## src/rtl/uart_pkg.sv

```systemverilog
// ============================================================================
// uart_pkg : shared UART receive-path encodings and timing constants
// Rev 1.0
// ============================================================================
`default_nettype none

package uart_pkg;

    localparam logic [2:0] RX_IDLE  = 3'd0;
    localparam logic [2:0] RX_START = 3'd1;
    localparam logic [2:0] RX_DATA  = 3'd2;
    localparam logic [2:0] RX_NINTH = 3'd3;
    localparam logic [2:0] RX_STOP  = 3'd4;

    typedef enum logic [2:0] {
        S_IDLE  = RX_IDLE,
        S_START = RX_START,
        S_DATA  = RX_DATA,
        S_NINTH = RX_NINTH,
        S_STOP  = RX_STOP
    } rx_state_e;

    // Terminal tick count and mid-bit sample tick for each oversampling ratio
    localparam logic [2:0] OVS_4 = 3'd3;
    localparam logic [2:0] OVS_3 = 3'd2;
    localparam logic [2:0] MID_4 = 3'd2;
    localparam logic [2:0] MID_3 = 3'd1;

    localparam int FRAME_BITS = 8;

    function automatic logic [2:0] ovs_last(input logic div_sel);
        return div_sel ? OVS_3 : OVS_4;
    endfunction

    function automatic logic [2:0] mid_tick(input logic div_sel);
        return div_sel ? MID_3 : MID_4;
    endfunction

endpackage

`default_nettype wire

```

## src/rtl/uart_rx_sync.sv

```systemverilog
// ============================================================================
// uart_rx_sync : N-stage synchroniser (idle-high) with falling-edge detect
// Rev 1.0
// ============================================================================
`default_nettype none

module uart_rx_sync #(
    parameter int SYNC_STAGES = 2
) (
    input  logic uart_clk,
    input  logic sys_rstn,
    input  logic rx_i,
    output logic rx_s_o,
    output logic fall_o
);

    logic [SYNC_STAGES-1:0] sync_q;
    logic                   rx_s_dly_q;

    always_ff @(posedge uart_clk or negedge sys_rstn) begin
        if (!sys_rstn) begin
            sync_q     <= '1;
            rx_s_dly_q <= 1'b1;
        end else begin
            sync_q     <= {sync_q[SYNC_STAGES-2:0], rx_i};
            rx_s_dly_q <= sync_q[SYNC_STAGES-1];
        end
    end

    assign rx_s_o = sync_q[SYNC_STAGES-1];
    assign fall_o = rx_s_dly_q & ~sync_q[SYNC_STAGES-1];

endmodule

`default_nettype wire

```

## src/rtl/uart_rx_core.sv

```systemverilog
// ============================================================================
// uart_rx_core : oversampling UART receiver with pending/framing/overrun flags
// Rev 1.0
// ============================================================================
`default_nettype none

module uart_rx_core
    import uart_pkg::*;
#(
    parameter int SYNC_STAGES = 2,
    parameter int DATA_W      = FRAME_BITS
) (
    input  logic              uart_clk,
    input  logic              sys_rstn,
    input  logic              uart_en,
    input  logic              baud_edge,
    input  logic [15:0]       uart_baud,
    input  logic              uart_div_sel,
    input  logic              uart_prty_en,
    input  logic              uart_rx,
    input  logic              rx_pnd_clr,
    output logic [DATA_W-1:0] rx_data,
    output logic              rx_9bit,
    output logic              rx_pnd,
    output logic              rx_ferr,
    output logic              rx_ovf,
    output logic              rx_busy
);

    localparam int BIT_W = (DATA_W > 1) ? $clog2(DATA_W) : 1;

    logic rx_s;
    logic fall;

    uart_rx_sync #(
        .SYNC_STAGES (SYNC_STAGES)
    ) u_sync (
        .uart_clk (uart_clk),
        .sys_rstn (sys_rstn),
        .rx_i     (uart_rx),
        .rx_s_o   (rx_s),
        .fall_o   (fall)
    );

    rx_state_e         state_q, state_d;
    logic [15:0]       baud_cnt_q, baud_cnt_d;
    logic [2:0]        tick_cnt_q, tick_cnt_d;
    logic [BIT_W-1:0]  bit_cnt_q, bit_cnt_d;
    logic [DATA_W-1:0] shreg_q, shreg_d;
    logic              ninth_q, ninth_d;

    logic [DATA_W-1:0] rx_data_q;
    logic              rx_9bit_q, rx_pnd_q, rx_ferr_q, rx_ovf_q;

    logic tick, sample, bit_end, commit;

    assign tick    = baud_edge & (baud_cnt_q == uart_baud) & (state_q != S_IDLE);
    assign sample  = tick & (tick_cnt_q == mid_tick(uart_div_sel));
    assign bit_end = tick & (tick_cnt_q == ovs_last(uart_div_sel));

    always_comb begin
        state_d    = state_q;
        baud_cnt_d = baud_cnt_q;
        tick_cnt_d = tick_cnt_q;
        bit_cnt_d  = bit_cnt_q;
        shreg_d    = shreg_q;
        ninth_d    = ninth_q;
        commit     = 1'b0;

        if (state_q != S_IDLE) begin
            baud_cnt_d = tick ? 16'd0 : baud_cnt_q + {15'd0, baud_edge};
            if (bit_end)
                tick_cnt_d = 3'd0;
            else if (tick)
                tick_cnt_d = tick_cnt_q + 3'd1;
        end

        case (state_q)
            S_IDLE: begin
                baud_cnt_d = 16'd0;
                tick_cnt_d = 3'd0;
                bit_cnt_d  = '0;
                if (fall)
                    state_d = S_START;
            end
            S_START: begin
                if (sample && rx_s)
                    state_d = S_IDLE;
                else if (bit_end)
                    state_d = S_DATA;
            end
            S_DATA: begin
                if (sample)
                    shreg_d[bit_cnt_q] = rx_s;
                if (bit_end) begin
                    bit_cnt_d = bit_cnt_q + BIT_W'(1);
                    if (bit_cnt_q == BIT_W'(DATA_W - 1))
                        state_d = uart_prty_en ? S_NINTH : S_STOP;
                end
            end
            S_NINTH: begin
                if (sample)
                    ninth_d = rx_s;
                if (bit_end)
                    state_d = S_STOP;
            end
            S_STOP: begin
                // Return at the stop sample so a back-to-back start edge is not missed
                if (sample) begin
                    commit  = 1'b1;
                    state_d = S_IDLE;
                end
            end
            default: state_d = S_IDLE;
        endcase

        if (!uart_en) begin
            state_d    = S_IDLE;
            baud_cnt_d = 16'd0;
            tick_cnt_d = 3'd0;
            bit_cnt_d  = '0;
            commit     = 1'b0;
        end
    end

    always_ff @(posedge uart_clk or negedge sys_rstn) begin
        if (!sys_rstn) begin
            state_q    <= S_IDLE;
            baud_cnt_q <= 16'd0;
            tick_cnt_q <= 3'd0;
            bit_cnt_q  <= '0;
            shreg_q    <= '0;
            ninth_q    <= 1'b0;
        end else begin
            state_q    <= state_d;
            baud_cnt_q <= baud_cnt_d;
            tick_cnt_q <= tick_cnt_d;
            bit_cnt_q  <= bit_cnt_d;
            shreg_q    <= shreg_d;
            ninth_q    <= ninth_d;
        end
    end

    // A commit beats a same-cycle clear on pnd/ferr; the clear always wins on ovf
    always_ff @(posedge uart_clk or negedge sys_rstn) begin
        if (!sys_rstn) begin
            rx_data_q <= '0;
            rx_9bit_q <= 1'b0;
            rx_pnd_q  <= 1'b0;
            rx_ferr_q <= 1'b0;
            rx_ovf_q  <= 1'b0;
        end else begin
            if (commit) begin
                rx_data_q <= shreg_q;
                rx_9bit_q <= uart_prty_en & ninth_q;
                rx_ferr_q <= ~rx_s;
                rx_pnd_q  <= 1'b1;
            end else if (rx_pnd_clr) begin
                rx_pnd_q  <= 1'b0;
                rx_ferr_q <= 1'b0;
            end

            if (rx_pnd_clr)
                rx_ovf_q <= 1'b0;
            else if (commit)
                rx_ovf_q <= rx_ovf_q | rx_pnd_q;
        end
    end

    assign rx_data = rx_data_q;
    assign rx_9bit = rx_9bit_q;
    assign rx_pnd  = rx_pnd_q;
    assign rx_ferr = rx_ferr_q;
    assign rx_ovf  = rx_ovf_q;
    assign rx_busy = (state_q != S_IDLE);

endmodule

`default_nettype wire

```

## config.mk

```make
export PLATFORM = sky130hd
export DESIGN_NAME = uart_rx_core
export DESIGN_NICKNAME = d
export VERILOG_FILES = /design/src/rtl/uart_pkg.sv /design/src/rtl/uart_rx_sync.sv /design/src/rtl/uart_rx_core.sv
export SDC_FILE = /design/constraint.sdc
export NUM_CORES = 1
export LEC_CHECK = 0
export ABC_AREA = 0
export CAP_MARGIN = 0
export CORE_ASPECT_RATIO = 1.75
export CORE_MARGIN = 8
export CORE_UTILIZATION = 41
export CTS_BUF_LIST = sky130_fd_sc_hd__clkbuf_4 sky130_fd_sc_hd__clkbuf_8 sky130_fd_sc_hd__clkbuf_16
export DETAILED_ROUTE_END_ITERATION = 8
export PLACE_DENSITY = 0.69
export SLEW_MARGIN = 20
export SYNTH_ARGS = -nofsm -noshare
export SYNTH_HDL_FRONTEND = slang
export SYNTH_SLANG_ARGS = --single-unit
```

## constraint.sdc

```tcl
create_clock -name uart_clk -period 1.95 [get_ports uart_clk]
set_input_delay 0.39 -clock uart_clk [delete_from_list [all_inputs] [get_ports uart_clk]]
set_output_delay 0.39 -clock uart_clk [all_outputs]
set_load 0.005 [all_outputs]
```

==> impl_metrics.ini, run 1 <==
[timing]
maxSlewViolCount = 0
tightest_slew_ns = 0.320
min_period_ns = 1.96
finalSetupTns_ns = -0.0463
whs_ns = 0.0667
finalCritPeriodShare_pct = 101
rsz0062_at_grt = yes
setup_ws_ns = -0.0121
slew_headroom_pct = 78.6
hold_viol = 0
fmax_ghz = 0.510
setup_viol = 5
finClkSkew_ns = 0.0103

[final_layout]
layout_commonest_cell = dfrtp_1
area_growth_pct = 37.0
fillers = 567
final_core_util_pct = 56.7
final_cell_mix = dfrtp_1 (45), buf_4 (36), nor2_1 (27)
area.sequential_sq_um = 1230
antenna_cells = 0
layout.nets = 359
drive_gt1_share_pct = 27.2
multi_input_area_sq_um = 1400

[clock_network]
holdBufCountCts = 0
cts_tree = built
path_clk_slew_ns = 0.07
clockRootBuffer = clkbuf_16
htreeDepth = 2
cts_inserted_buffers = 5
cts_sinks = 49
clk_latency_ns = 0.30
clockBufferDepth = 2

[floorplan]
die-area_sq_um = 9380
floorplan.initialDensity_pct = 41.4
io-pin-count = 37
rows = 39
die_h_um = 122
core_sq_um = 6390
die_w_um = 76.7

[global_route]
antenna_found_initial = 0
gr-total-overflow = 0
grtUsageTotal_pct = 13.4
grt_pass1_vias = 2253
grt_pass1_wl_um = 10200
grt_max_degree = 50

[synth]
synth_enable_flop_cells = 0
synth_seq_cells = 49
ys_warn_count = 0
syn_inst = 256
ys_types = 48
syn_avg_cell_area_sq_um = 10.3
syn_area_sq_um = 2650
async_reset_ff_share_pct = 100
seq_area_frac_synth_pct = 46.5
synth_fp_nets = 285
ys.flop_type = dfrtp_1

[flow_run]
cap_violations = 0

[run_status]
violations = negative setup slack
status = finished with violations

[placement]
dp_slack_ns = -0.353
io_buffers = 36
place_congestion = 0.864
hpwl_um = 4500

[route]
ant_nets = 0
drt-initial-drc-count = 92
wl_per_cell_um = 15.4
dr.pass1.iters = 4
drt-total-wl_um = 6360
drcViolationCount = 0
viasPerCell = 5.24
vias = 2163

[setup_path]
worstSetupStartpointType = input pin
worst-setup-path-type = in2reg
critical_path.max_fanout = 5
reg2regPathDepth = 5
endpoint_kind = flip-flop
reg2reg_setup_slack_ns = 0.01
r2r-end = rx_data[5]$_DFFE_PN0P_
r2r-start = baud_cnt_q[12]$_DFFE_PN0P_
cp.arrival_ns = 2.14
worstPathRequired_ns = 2.13

[worst_hold_path]
min_path_type = in2async

[power]
p_leak_nw = 1.67
power.density_nw_per_um2 = 697
ir_worst_vdd_mv = 0.555
## layout make-up
cell class,count,area share [%]
clock buffers,5,3.45
clock inverters,3,0.690
inverters,9,0.932
multi-input cells,189,38.7
flip-flops and latches,49,34.0
well taps,82,2.83
repair buffers,76,19.5
## power breakdown
part | leakage [nW] | internal [mW] | total [mW] | switching [mW]
clock network | 0.0704 | 0.482 | 0.879 | 0.397
registers | 0.664 | 1.05 | 1.07 | 0.0243
logic | 0.932 | 0.269 | 0.574 | 0.305
total | 1.67 | 1.80 | 2.52 | 0.726
## sequential cells by signal (all words and copies together) (netlist names)
signal,count
tick_cnt_q,3
bit_cnt_q,3
state_q,3
rx_ferr,1
shreg_q,8
u_sync.sync_q,2
rx_ovf,1
rx_9bit,1
rx_pnd,1
rx_data,8
baud_cnt_q,16
u_sync.rx_s_dly_q,1
ninth_q,1
## cell usage after synthesis, types with 2 or more instances
master,number,area share (%)
a21oi_1,6,1.1
and3_1,7,1.7
buf_6,3,1.3
clkbuf_1,4,0.57
dfrtp_1,46,44
dfstp_2,3,3.0
ha_1,5,2.4
inv_1,9,1.3
mux2_2,17,7.2
mux2i_1,4,1.5
nand2_1,16,2.3
nand2b_1,3,0.71
nand3_1,14,2.6
nand3b_1,2,0.57
nand4_1,14,3.3
nand4bb_1,2,0.85
nor2_1,28,4.0
nor2b_1,2,0.47
nor3_1,6,1.1
o21ai_0,6,1.1
o22ai_1,3,0.71
xnor2_1,23,7.6
xor2_1,8,2.6
## stage by stage
step	power [mW]	instances	area (sq um)
4_1_cts	2.54	408	3470
5_1_grt	2.64	413	3620
6_report	2.52	413	3620
2_1_floorplan	1.40	256	2650
3_3_place_gp	1.64	399	3320
3_5_place_dp	1.64	399	3320
## layer usage
metal	up-vias	share of wire, %	global-route usage (%)
li1	1048	-	-
met1	1056	38	12.5
met2	49	56	26.2
met3	10	4.1	3.08
met4	0	2.6	6.78
met5	-	0	0
## cell families after synthesis
logic type | after synthesis | share of synthesized area (%)
simple gates | 105 | 21.4
flops | 49 | 46.5
mux | 21 | 8.75
fa+ha+maj | 5 | 2.37
buf+inv | 20 | 4.35
compound gates | 25 | 6.39
xor+xnor | 31 | 10.3
## critical path, cell delays in order
cell and delay [ns]:
clkdlybuf4s50_1 0.48, xnor2_1 0.12, nand4_1 0.15, nor3_4 0.34, and4_4 0.36, mux2_4 0.31
## worst max path at each step
stage,endpoint,depth (start not counted),from
6_report,rx_data[5]$_DFFE_PN0P_,6,uart_baud[6]
5_1_grt,shreg_q[4]$_DFFE_PN0P_,7,uart_baud[6]
4_1_cts,shreg_q[6]$_DFFE_PN0P_,7,uart_baud[0]
3_5_place_dp,rx_data[7]$_DFFE_PN0P_,6,uart_baud[0]
3_3_place_gp,state_q[0]$_DFFE_PN0P_,8,uart_div_sel
2_1_floorplan,shreg_q[4]$_DFFE_PN0P_,9,state_q[1]$_DFFE_PN0P_
## repair_timing
item                                   in CTS  in global routing
pin swaps                                   5                 20
setup buffers                               1                  3
gates resized for setup                     3                 33
endpoints found under the hold margin       0                  0
gates cloned                                0                  2
setup endpoints to repair                  10                 31
(Power assumes the default switching activity.)
==> run 2, diff against run 1 <==
Settings changed: CTS_CLUSTER_DIAMETER set to 80, PLACE_DENSITY 0.69 to 0.67.
Clock period 1.95 ns to 2.3 ns, I/O delays scaled along.
==> run 2 against run 1 <==
The flow now finishes without violations; clock-buffer cell count increased by 1; combinational power decreased by 24%; design area decreased by 8.1%; wire length decreased by 10%; sequential power decreased by 14%; die area unchanged; worst hold slack improved by 0.14 ns; utilization decreased by 4.6 points; setup slack improved by 0.23 ns; highest routed layer unchanged.
==> impl_metrics.ini, run 2 (synthesis gave the netlist of run 1 again) <==
[floorplan]
die_w_um = 76.7
core_sq_um = 6390
die-area_sq_um = 9380
rows = 39
die_h_um = 122
io-pin-count = 37
floorplan.initialDensity_pct = 41.4

[timing]
finClkSkew_ns = 0.00456
min_period_ns = 2.09
rsz0062_at_grt = no
tightest_slew_ns = 0.686
finalSetupTns_ns = 0
maxSlewViolCount = 0
setup_viol = 0
finalCritPeriodShare_pct = 90.7
fmax_ghz = 0.479
slew_headroom_pct = 54.2
whs_ns = 0.211
hold_viol = 0

[clock_network]
clk_latency_ns = 0.29
cts_sinks = 49
clockRootBuffer = clkbuf_16
holdBufCountCts = 0
path_clk_slew_ns = 0.06
postCtsSetupBuffers = 0
cts_tree = built
cts_resized = 0
htreeDepth = 2
cts_inserted_buffers = 5
clockBufferDepth = 2

[global_route]
grt_pass1_vias = 2241
gr-total-overflow = 0
grt_pass1_wl_um = 10200
grtUsageTotal_pct = 13.3
grt_max_degree = 31
antenna_found_initial = 0

[power]
ir_worst_vdd_mv = 0.348
p_leak_nw = 1.44
share_comb_of_total_power_pct = 21.0
power.share.switching_pct = 27.4
switchingPower_mw = 0.572
power_mw = 2.09
power.density_nw_per_um2 = 628
internal_power_mw = 1.52
clockPowerShare_pct = 34.9
p_seq_share_pct = 44.1

[final_layout]
largest_register_ff_count = 16
area_growth_pct = 26.0
final_core_util_pct = 52.1
layout.nets = 337
fillers = 596
layout_commonest_cell = dfrtp_1
antenna_cells = 0
final_cell_mix = dfrtp_1 (46), clkdlybuf4s50_1 (35), nor2_1 (28)
top_register = baud_cnt_q
drive_gt1_share_pct = 19.1
layout.cells.non_filler = 391

[route]
drt-total-wl_um = 5700
drt-initial-drc-count = 65
wl_per_cell_um = 14.6
wl_met1_um = 2150
drcViolationCount = 0
dr.pass1.iters = 4
ant_nets = 0
vias = 2069
top_layer = met4
met2_wirelength_um = 3200
met3_length_um = 236
viasPerCell = 5.29

[placement]
place_congestion = 0.860
io_buffers = 36
dpl.cell_count = 383
hpwl_um = 4440

[flow_run]
cap_violations = 0

[setup_path]
endpoint_kind = output pin
r2r-end = rx_data[1]$_DFFE_PN0P_
worst-setup-path-type = reg2out
cp.arrival_ns = 1.63
r2r-start = tick_cnt_q[0]$_DFFE_PN0P_
critical_path.max_fanout = 9
reg2reg_setup_slack_ns = 0.34
worstSetupStartpointType = flip-flop
reg2regPathDepth = 5
worstPathRequired_ns = 1.84
crit_path_start = state_q[2]$_DFFE_PN0P_
endpoint = rx_busy

[worst_hold_path]
min_path_type = in2async

[run_status]
status = finished clean
[run 2: changes by cell type in the layout (fill, tap and decap cells not counted), moves of 8 or more]
cell,previous run,this run
buf_4,36,19
clkdlybuf4s50_1,25,35
mux2_2,9,17
mux2_4,8,0
dlymetal6s2s_1,8,0
[run 2: layout make-up]
class                   count  area (sq um)  share of cell area (%)
well taps                  82           103                    3.08
clock inverters             2          15.0                   0.451
multi-input cells         187          1300                    39.0
repair buffers             56           518                    15.5
clock buffers               6           133                    3.98
inverters                   9          33.8                    1.01
flip-flops and latches     49          1230                    36.9
[run 2: worst max-delay path, stage by stage, from the launching register on]
cell and delay [ns]:
dfrtp_1 0.47, or3_4 0.40, clkdlybuf4s50_1 0.46
[run 2: power by group through the flow]
stage / Sequential [mW] / Clock, mW / Combinational (mW)
global placement: 0.937 / 0 / 0.440
global route: 0.926 / 0.779 / 0.490
detailed placement: 0.937 / 0 / 0.444
floorplan: 0.917 / 0 / 0.271
CTS: 0.922 / 0.750 / 0.445
finish: 0.922 / 0.731 / 0.439
[run 2: layer usage]
layer	track usage, %	up-vias
li1	-	1004
met1	12.9	998
met2	25.8	55
met3	3.08	12
met4	5.69	0
met5	0	-
[run 2: how the worst min path moves through the flow]
stage	from	endpoint	slack [ns]	depth (start not counted)
global placement	u_sync.sync_q[0]$_DFF_PN1_	u_sync.sync_q[1]$_DFF_PN1_	0.35	0
floorplan	sys_rstn	baud_cnt_q[0]$_DFFE_PN0P_	0.16	0
finish	sys_rstn	state_q[1]$_DFFE_PN0P_	0.21	1
global route	sys_rstn	state_q[1]$_DFFE_PN0P_	0.26	1
detailed placement	u_sync.sync_q[0]$_DFF_PN1_	u_sync.sync_q[1]$_DFF_PN1_	0.35	0
CTS	sys_rstn	state_q[1]$_DFFE_PN0P_	0.24	1
[run 2: per-stage QoR]
stage / worst slack [ns] / instance area, sq um
after floorplan: 0.382 / 2650
after global placement: -0.0409 / 3180
after detailed placement: -0.0744 / 3180
after CTS: 0.210 / 3330
after global routing: 0.130 / 3330
final: 0.214 / 3330
==> run 3, diff against run 2 <==
Settings changed: SETUP_SLACK_MARGIN set to 0.02.
==> results of run 3 <==
No change in the layout: final DEF, timing and power equal those of run 2.
